[src/rtl/mux_scan_pkg.sv]
// Shared definitions for the mux scan sequencer and its settle counter.
// Contents:
//   NUM_CH / SEL_W     channel count and select width of the 16x1 mux tree
//   CNT_W              width of the settle down-counter
//   MODE_SWEEP/SINGLE  encodings of the mode input
//   scan_state_t       sequencer states
//   settleLoad()       value loaded into the settle counter for one channel
package mux_scan_pkg;

  localparam int NUM_CH = 16;
  localparam int SEL_W  = 4;
  localparam int CNT_W  = 8;

  localparam logic MODE_SWEEP  = 1'b0;
  localparam logic MODE_SINGLE = 1'b1;

  typedef enum logic [1:0] {
    IDLE,
    SETTLE,
    SAMPLE
  } scan_state_t;

  // The last settle cycle is spent in SAMPLE, so SETTLE itself only needs
  // SETTLE_CYCLES-1 extra counts; this keeps capture exactly
  // SETTLE_CYCLES+1 edges after sel changes with no gap between channels.
  function automatic logic [CNT_W-1:0] settleLoad(input int settleCycles);
    if (settleCycles == 0) begin
      return '0;
    end
    return CNT_W'(settleCycles - 1);
  endfunction

endpackage

[src/rtl/settle_counter.sv]
// Loadable down-counter that times the settle window for each channel.
// Ports:
//   clk, rst_n   system clock, asynchronous active-low reset
//   i_load       load i_loadVal (has priority over decrement)
//   i_loadVal    count to load
//   i_dec        decrement by one
//   o_zero       high while the count is zero
module settle_counter
  import mux_scan_pkg::*;
(
  input  logic             clk,
  input  logic             rst_n,
  input  logic             i_load,
  input  logic [CNT_W-1:0] i_loadVal,
  input  logic             i_dec,
  output logic             o_zero
);

  logic [CNT_W-1:0] r_value;

  // Count register: a load restarts the window for a new channel, otherwise
  // the sequencer only decrements while the count is non-zero.
  always_ff @(posedge clk or negedge rst_n) begin
    if (!rst_n) begin
      r_value <= '0;
    end else if (i_load) begin
      r_value <= i_loadVal;
    end else if (i_dec) begin
      r_value <= r_value - CNT_W'(1);
    end
  end

  assign o_zero = (r_value == '0);

endmodule

[src/rtl/mux_scan_sequencer.sv]
// Drives the select of a 16x1 mux tree and samples its output, either
// sweeping all channels or reading one, after a programmable settle time.
// Ports:
//   clk, rst_n     system clock, asynchronous active-low reset
//   i_start        scan request, only honoured while idle
//   i_mode         0 = sweep ch0..15, 1 = single channel
//   i_chan         channel for single mode, latched on acceptance
//   i_mux_out      output of the mux tree
//   o_sel          registered select to the mux tree
//   o_busy         scan in progress
//   o_done         one-cycle pulse when o_sampleVec updates
//   o_sampleVec    last completed results, bit k = channel k
module mux_scan_sequencer
  import mux_scan_pkg::*;
#(
  parameter int SETTLE_CYCLES = 2
) (
  input  logic              clk,
  input  logic              rst_n,
  input  logic              i_start,
  input  logic              i_mode,
  input  logic [SEL_W-1:0]  i_chan,
  input  logic              i_mux_out,
  output logic [SEL_W-1:0]  o_sel,
  output logic              o_busy,
  output logic              o_done,
  output logic [NUM_CH-1:0] o_sampleVec
);

  localparam logic [CNT_W-1:0] LOAD_VAL = settleLoad(SETTLE_CYCLES);

  // With no extra settle time every channel is sampled in the cycle right
  // after sel changes, so SETTLE is bypassed entirely.
  localparam scan_state_t FIRST_STATE = (SETTLE_CYCLES == 0) ? SAMPLE : SETTLE;

  scan_state_t       r_state;
  scan_state_t       w_stateNext;
  logic [SEL_W-1:0]  r_sel;
  logic              r_busy;
  logic              r_done;
  logic              r_mode;
  logic [NUM_CH-1:0] r_sampleVec;
  logic [NUM_CH-1:0] r_shadow;
  logic [NUM_CH-1:0] w_shadowNext;
  logic              w_accept;
  logic              w_capture;
  logic              w_cntDec;
  logic              w_cntLoad;
  logic              w_cntZero;
  logic              w_moreChannels;

  assign w_moreChannels = (r_mode == MODE_SWEEP) && (r_sel != SEL_W'(NUM_CH - 1));
  assign w_cntLoad      = w_accept | (w_capture & w_moreChannels);

  settle_counter u_settle (
    .clk       (clk),
    .rst_n     (rst_n),
    .i_load    (w_cntLoad),
    .i_loadVal (LOAD_VAL),
    .i_dec     (w_cntDec),
    .o_zero    (w_cntZero)
  );

  // State register.
  always_ff @(posedge clk or negedge rst_n) begin
    if (!rst_n) begin
      r_state <= IDLE;
    end else begin
      r_state <= w_stateNext;
    end
  end

  // Next-state and strobes. SAMPLE is the final cycle of each channel's
  // window; its closing edge captures the mux output and either moves to
  // the next channel or finishes the scan.
  always_comb begin
    w_stateNext = r_state;
    w_accept    = 1'b0;
    w_capture   = 1'b0;
    w_cntDec    = 1'b0;
    case (r_state)
      IDLE: begin
        if (i_start) begin
          w_accept    = 1'b1;
          w_stateNext = FIRST_STATE;
        end
      end
      SETTLE: begin
        if (w_cntZero) begin
          w_stateNext = SAMPLE;
        end else begin
          w_cntDec = 1'b1;
        end
      end
      SAMPLE: begin
        w_capture   = 1'b1;
        w_stateNext = w_moreChannels ? FIRST_STATE : IDLE;
      end
      default: begin
        w_stateNext = IDLE;
      end
    endcase
  end

  // Shadow vector with the bit for the current channel replaced by the
  // live mux output; this is what gets stored on a capture edge.
  always_comb begin
    w_shadowNext        = r_shadow;
    w_shadowNext[r_sel] = i_mux_out;
  end

  // Datapath registers. The shadow is seeded from the published results so
  // a single-channel scan only changes its own bit; a sweep overwrites all.
  always_ff @(posedge clk or negedge rst_n) begin
    if (!rst_n) begin
      r_sel       <= '0;
      r_busy      <= 1'b0;
      r_done      <= 1'b0;
      r_mode      <= MODE_SWEEP;
      r_sampleVec <= '0;
      r_shadow    <= '0;
    end else begin
      r_done <= 1'b0;
      if (w_accept) begin
        r_sel    <= (i_mode == MODE_SINGLE) ? i_chan : '0;
        r_mode   <= i_mode;
        r_busy   <= 1'b1;
        r_shadow <= r_sampleVec;
      end
      if (w_capture) begin
        r_shadow <= w_shadowNext;
        if (w_moreChannels) begin
          r_sel <= r_sel + SEL_W'(1);
        end else begin
          r_sampleVec <= w_shadowNext;
          r_done      <= 1'b1;
          r_busy      <= 1'b0;
        end
      end
    end
  end

  assign o_sel       = r_sel;
  assign o_busy      = r_busy;
  assign o_done      = r_done;
  assign o_sampleVec = r_sampleVec;

endmodule
[config.mk]
export PLATFORM = sky130hd
export DESIGN_NAME = mux_scan_sequencer
export DESIGN_NICKNAME = d
export VERILOG_FILES = /design/src/rtl/mux_scan_pkg.sv /design/src/rtl/settle_counter.sv /design/src/rtl/mux_scan_sequencer.sv
export SDC_FILE = /design/constraint.sdc
export NUM_CORES = 1
export LEC_CHECK = 0
export CAP_MARGIN = 20
export CELL_PAD_IN_SITES_DETAIL_PLACEMENT = 0
export CELL_PAD_IN_SITES_GLOBAL_PLACEMENT = 1
export CORE_MARGIN = 2
export CORE_UTILIZATION = 40
export DETAILED_ROUTE_END_ITERATION = 8
export MAX_ROUTING_LAYER = met4
export PLACE_DENSITY_LB_ADDON = 0.1
export SLEW_MARGIN = 10
export SYNTH_ARGS = -nofsm -noshare
export SYNTH_HDL_FRONTEND = slang
export SYNTH_HIERARCHICAL = 1
export SYNTH_SLANG_ARGS = --single-unit
[constraint.sdc]
create_clock -name clk -period 8.3 [get_ports clk]
set_clock_uncertainty 0.2 [all_clocks]
set_input_delay 1.66 -clock clk [delete_from_list [all_inputs] [get_ports clk]]
set_output_delay 1.66 -clock clk [all_outputs]
set_load 0.01 [all_outputs]
Word level (Yosys, flattened, before mapping)
Cells that the tools add are included.
Word-level totals
  output and inout port bits: 22
  bits in registers: 49
  logic and storage cells: 54
Cells by class
  equal/unequal tests: 5
  $lt $le $gt $ge: 2
  bitwise gates (word level): 4
  reductions and logical operators: 8
  muxes and demuxes: 25
  add/subtract/negate cells: 2
Operators with widths (count)
  16-bit 2-to-1 mux: 2
  16-bit bitwise mux: 1
  4-bit 2-to-1 mux: 4
  8-bit 2-to-1 mux: 2
  1-bit 2-to-1 mux: 12
  8-bit logical NOT: 1
  8-bit by 1-bit subtractor with 8-bit output, second input constant: 1
  2-bit one-hot mux with 3 select lines: 1
  4-bit by 5-bit less-than comparator with 1-bit output, second input constant: 1
  4-bit by 1-bit adder with 4-bit output, second input constant: 1
  1-bit demux with 4-bit select: 1
  4-bit by 1-bit >= comparator with 1-bit output, second input constant: 1
  2-bit 2-to-1 mux: 2
  4-bit != test, second input constant: 1
  2-bit AND reduction: 2
  2-bit nonzero test: 2
  2-bit by 1-bit == test with 1-bit output, second input constant: 1
  2-bit == test, second input constant: 1
  1-bit logical AND: 2
  2-bit logical NOT: 1
  2-bit by 1-bit != test with 1-bit output, second input constant: 1
  2-bit != test, second input constant: 1
  1-bit inverter: 2
  1-bit AND: 1
  1-bit OR: 1

Logic depth before layout (Yosys ltp)
  word-level depth: 6
  depth in mapped cells: 7

Modules after synthesis
Netlist, hierarchy kept.
Modules (own cells, without submodules)
  mux_scan_sequencer: times used 1, cells each 195, seq. area each 1026.0 um^2, area each 2283.4 um^2
  settle_counter: times used 1, cells each 50, seq. area each 200.2 um^2, area each 474.2 um^2

Least setup slack after synthesis
No wires, ideal clock.
  kind: input port to flip-flop
  from: input port i_start
  to: register u_settle.r_value[7]
  stages: 5
  setup time: 0.069 ns
  path slack: 5.212 ns
  data required time: 8.031 ns
  data arrival time: 2.819 ns
  cells stage by stage: nor3b_2 -> a21oi_1 -> inv_1 -> or4_1 -> nand3_1
On the way
  cells in the longest elaborated chain, start to end: 4
  elaborated cells on any way between the ends: 5
  classes of those cells: mux: 3; bitwise: 1; reduce/logical: 1
RTL lines
  start: declaration: RTL line mux_scan_sequencer.sv:20  | input logic i_start,
  1-bit 2-to-1 mux *: RTL line mux_scan_sequencer.sv:83  | if (i_start) begin
  1-bit 2-to-1 mux *: RTL line mux_scan_sequencer.sv:81  | case (r_state)
  1-bit OR *: RTL line mux_scan_sequencer.sv:53  | assign w_cntLoad = w_accept | (w_capture & w_moreChannels);
  named net w_cntLoad: RTL line mux_scan_sequencer.sv:48  | logic w_cntLoad;
  8-bit 2-to-1 mux or 2-bit nonzero test (tied branches)
  end signal: assignment: RTL line settle_counter.sv:27  | r_value <= i_loadVal;
  end signal: assignment: RTL line settle_counter.sv:29  | r_value <= r_value - CNT_W'(1);
  end: declaration: RTL line settle_counter.sv:19  | logic [CNT_W-1:0] r_value;
The timed path passes the listed nets; every way through them passes the cells marked *.
A chain may end at the register's enable or synchronous reset.

Worst setup path after layout
  from: input port i_start
  to: register u_settle.r_value[6]
Same word-level chain as after synthesis.

==> results.md <==
- The number of buffers inserted for hold repair after clock tree synthesis is 0.
- Global routing consumed, over all layers together, ~17% of the routing resources.
- The post-synthesis async set-or-reset flop share is 100%.
- The analysis attributes to cell leakage a power of between 1 and 1.5 nW.
- The die covers between 7000 and 8000 sq um.
- For this run, the number of Yosys warnings is 6.
- The proportion of layout cells with a drive suffix above 1 is 14.2%.
- The number of enable-type register cells in the synthesized netlist is 0.
- The normalized max-slew margin is 31.6%.
- In the layout the commonest cells are 49 x dfrtp_1, 29 x clkdlybuf4s50_1, 14 x a21oi_1.
- The global-route congestion overflow total is 0.
- The count of buffers from port buffering is 30.
- After clock tree synthesis, the clock-pin slew on the worst setup and hold paths is 90 ps.
- The flow ran to the end, and the final reports show no timing, DRC or antenna violations.
- Setup violations remaining at the end of the flow were counted as 0.
- The number of CTS-inserted buffers is 5.
- The synthesized netlist contains 47 unique library cells.
- The largest incremental delay on the critical path is between 500 and 600 ps.
- In this run the clock root is driven by a clkbuf_8.
- The HPWL after detailed placement is around 3700 um.
- Setup repair after global routing left no endpoint under its margin.
- The growth of design area from synthesis to finish is 15.5%.
- The repair_antennas step left the layout with diodes totalling 0.
- In the synthesized netlist the dominant register cell turns out to be dfrtp_1.
- The final worst-path cycle share is between 40 and 50%.
- The critical path is of the input port to register type.
- The clock passes through at most 2 buffers.
- The post-detailed-route via-to-cell ratio is around 5.4.
- The wire length of the first global-routing pass is a little under 10000 um.
- The tightest min-delay check is of the register to register type.
- The endpoint arrival time on the critical path is between 3000 and 4000 ps.
- The last weighted congestion value of the routability-driven placer is 0.759.
- The filler cells instantiated in the layout total just over 600.
- For this design, the slowest cell found on the critical path is clkdlybuf4s50_1.
- The proportion of synthesized chip area in sequential cells is ~44%.
- The count of unresolved DRC violations after routing is 0.
- The remaining number of nets flagged by the antenna check after routing is 0.
- The number of cell rows is 30.
- The total count of max-transition violations in the final report is 0.
- Across all layers, the routed design uses around 1.9k vias.
- The total of cells resized after clock tree synthesis is 0.
- The wire length reported by the detailed router is about 5800 um.
- The number of antenna violations at the first check in global routing is 0.
- The count of H-tree levels built during CTS is 2.
- In this run the horizontal extent of the chip is 87.0 um.
- The type of destination of the critical path is a register.
- The vertical die dimension is between 80 and 90 um.
- The average instance in the mapped netlist occupies about 11 sq um.
- The leading cell type in the layout, fill and taps excluded is dfrtp_1.
- The via count of the first global-routing pass came to between 1.5k and 2k.
- The peak clock frequency supported by timing is 276 MHz.
- The count of mapped cells out of synthesis is about 250.
- TritonCTS built the clock tree.
- Pin placement for this block handled 31 I/O pins.
- The maximum number of pins on one net before global-route repair is 50.
- The kind of start point of the critical path is an input port.
- The synthesized netlist occupies a cell area of between 2000 and 3000 sq um.
- The number of buffers and inverters on the critical path is 2.
- Max-cap violations in this run came to 0.
- At the end of the flow, the number of nets in the layout was 290.
- Setup total negative slack on the finished layout was measured at 0 ps.
- The clock reaches the later pin of the worst-skew pair after approximately 300 ps.
- The post-CTS repair timing setup buffer count is 0.
- The smallest clock period supported by the final layout is computed as 3620 ps.
- In this run the power density over the cells is 294 nW/um^2.
- Traced cell by cell, the critical path runs through clkdlybuf4s50_1, nor3b_2, a21oi_1, inv_1, nor2b_1, o21ai_0, nand3_1.
- The required time reported for the critical path endpoint is 8280 ps.
- In this run the worst path has a maximum fanout of 18.
- The clock net in this run drives a total of 49 sinks.
- The detailed router finished its first iteration with roughly 110 violations.
- Synthesis inferred 49 register bits.
- The starting density of the core is about two fifths.
- In the final routed layout, each cell accounts on average for between 15 and 20 um.
- The final count of hold timing violations is 0.
- The count of TritonRoute iterations in the first routing pass is 4.
- On the critical path the largest part of the delay comes from buffers and inverters.
- The core region is between 6000 and 7000 sq um.
- The slew at the pin closest to its max-slew limit is between 1000 and 1500 ps.
- The peak supply drop is roughly 140 uV.
- After routing the design area is around 3200 sq um.
- Once placement finished, the instance area stood at ~3100 sq um.
==> layout make-up <==
cell class	instances	area (sq um)	area share [%]
multi-input combinational	176	1420	44.6
tap	80	100	3.14
clock buffer	7	86.3	2.71
sequential	49	1230	38.5
inverter	11	41.3	1.30
timing repair buffer	32	310	9.74
==> power breakdown <==
part	switching (mW)	internal (mW)
logic	0.165	0.217
clock network	0.0789	0.0664
registers	0.0904	0.319
total	0.335	0.602
==> worst reg2reg max path: cells and delay by family (launching register included) <==
family	cells	cell delay, ps
buf+inv	1	80
fa+ha+maj	1	190
flops	1	400
simple gates	3	1470
compound gates	2	520
==> cells in the mapped netlist, drive strengths merged, types with 4 or more instances <==
master | n | area [sq um]
dfrtp | 49 | 1230
mux2 | 28 | 349
a21oi | 14 | 70.1
a2bb2oi | 13 | 114
mux2i | 13 | 130
nand2 | 13 | 48.8
o22ai | 13 | 81.3
inv | 11 | 41.3
buf | 10 | 72.6
nand3b | 9 | 67.6
o21ai | 8 | 40.0
ha | 6 | 75.1
nand3 | 6 | 35.0
clkbuf | 5 | 18.8
nor2b | 5 | 33.8
or3b | 5 | 53.8
nor2 | 4 | 15.0
==> through the flow <==
stage / power [mW] / setup slack (ps) / hold WS [ps] / util (%) / instances
CTS: 0.947 / 4640 / 324 / 47.4 / 355
floorplan: 0.697 / 5210 / 300 / - / 251
finish: 0.937 / 4680 / 327 / 47.4 / 355
detailed placement: 0.799 / 4320 / 299 / 46.1 / 348
global placement: 0.792 / 4360 / 293 / 46.1 / 348
global route: 1.01 / 4450 / 358 / 47.4 / 355
==> worst paths after layout <==
kind                                            startpoint                              end  slack (ps)  depth (start not counted)
min in group asynchronous                            rst_n      o_sampleVec[10]$_DFFE_PN0P_        1270                          2
min reg2reg                               o_busy$_DFF_PN0_                 o_busy$_DFF_PN0_         330                          2
max in group asynchronous                            rst_n                 o_done$_DFF_PN0_        6200                          2
min                                       o_busy$_DFF_PN0_                 o_busy$_DFF_PN0_         330                          2
max reg2reg                u_settle/r_value[0]$_DFFE_PN0P_  u_settle/r_value[5]$_DFFE_PN0P_        5340                          7
max                                                i_start  u_settle/r_value[6]$_DFFE_PN0P_        4680                          7
==> registers in the layout (all words and copies together) (netlist names) <==
register,cells
o_busy,1
o_done,1
o_sampleVec,16
o_sel,4
r_mode,1
r_shadow,16
r_state,2
u_settle/r_value,8
==> cell families (layout without fill, tap and decap cells) <==
logic type,Yosys count,after routing,share of synthesized area [%]
other cells,2,8,0.272
buf+inv,26,50,4.81
compound gates,57,57,14.3
mux,41,41,17.4
flops,49,49,44.5
simple gates,60,60,14.8
xor+xnor,4,4,1.27
fa+ha+maj,6,6,2.72
==> metal layers <==
metal	global-route usage [%]	up-vias	part of all wire, %
met4	4.69	0	1.1
li1	-	947	-
met1	24.7	942	52
met3	3.22	7	2.7
met2	24.6	29	44
met5	-	-	0
Note: power is estimated with default switching activity, not from simulation.
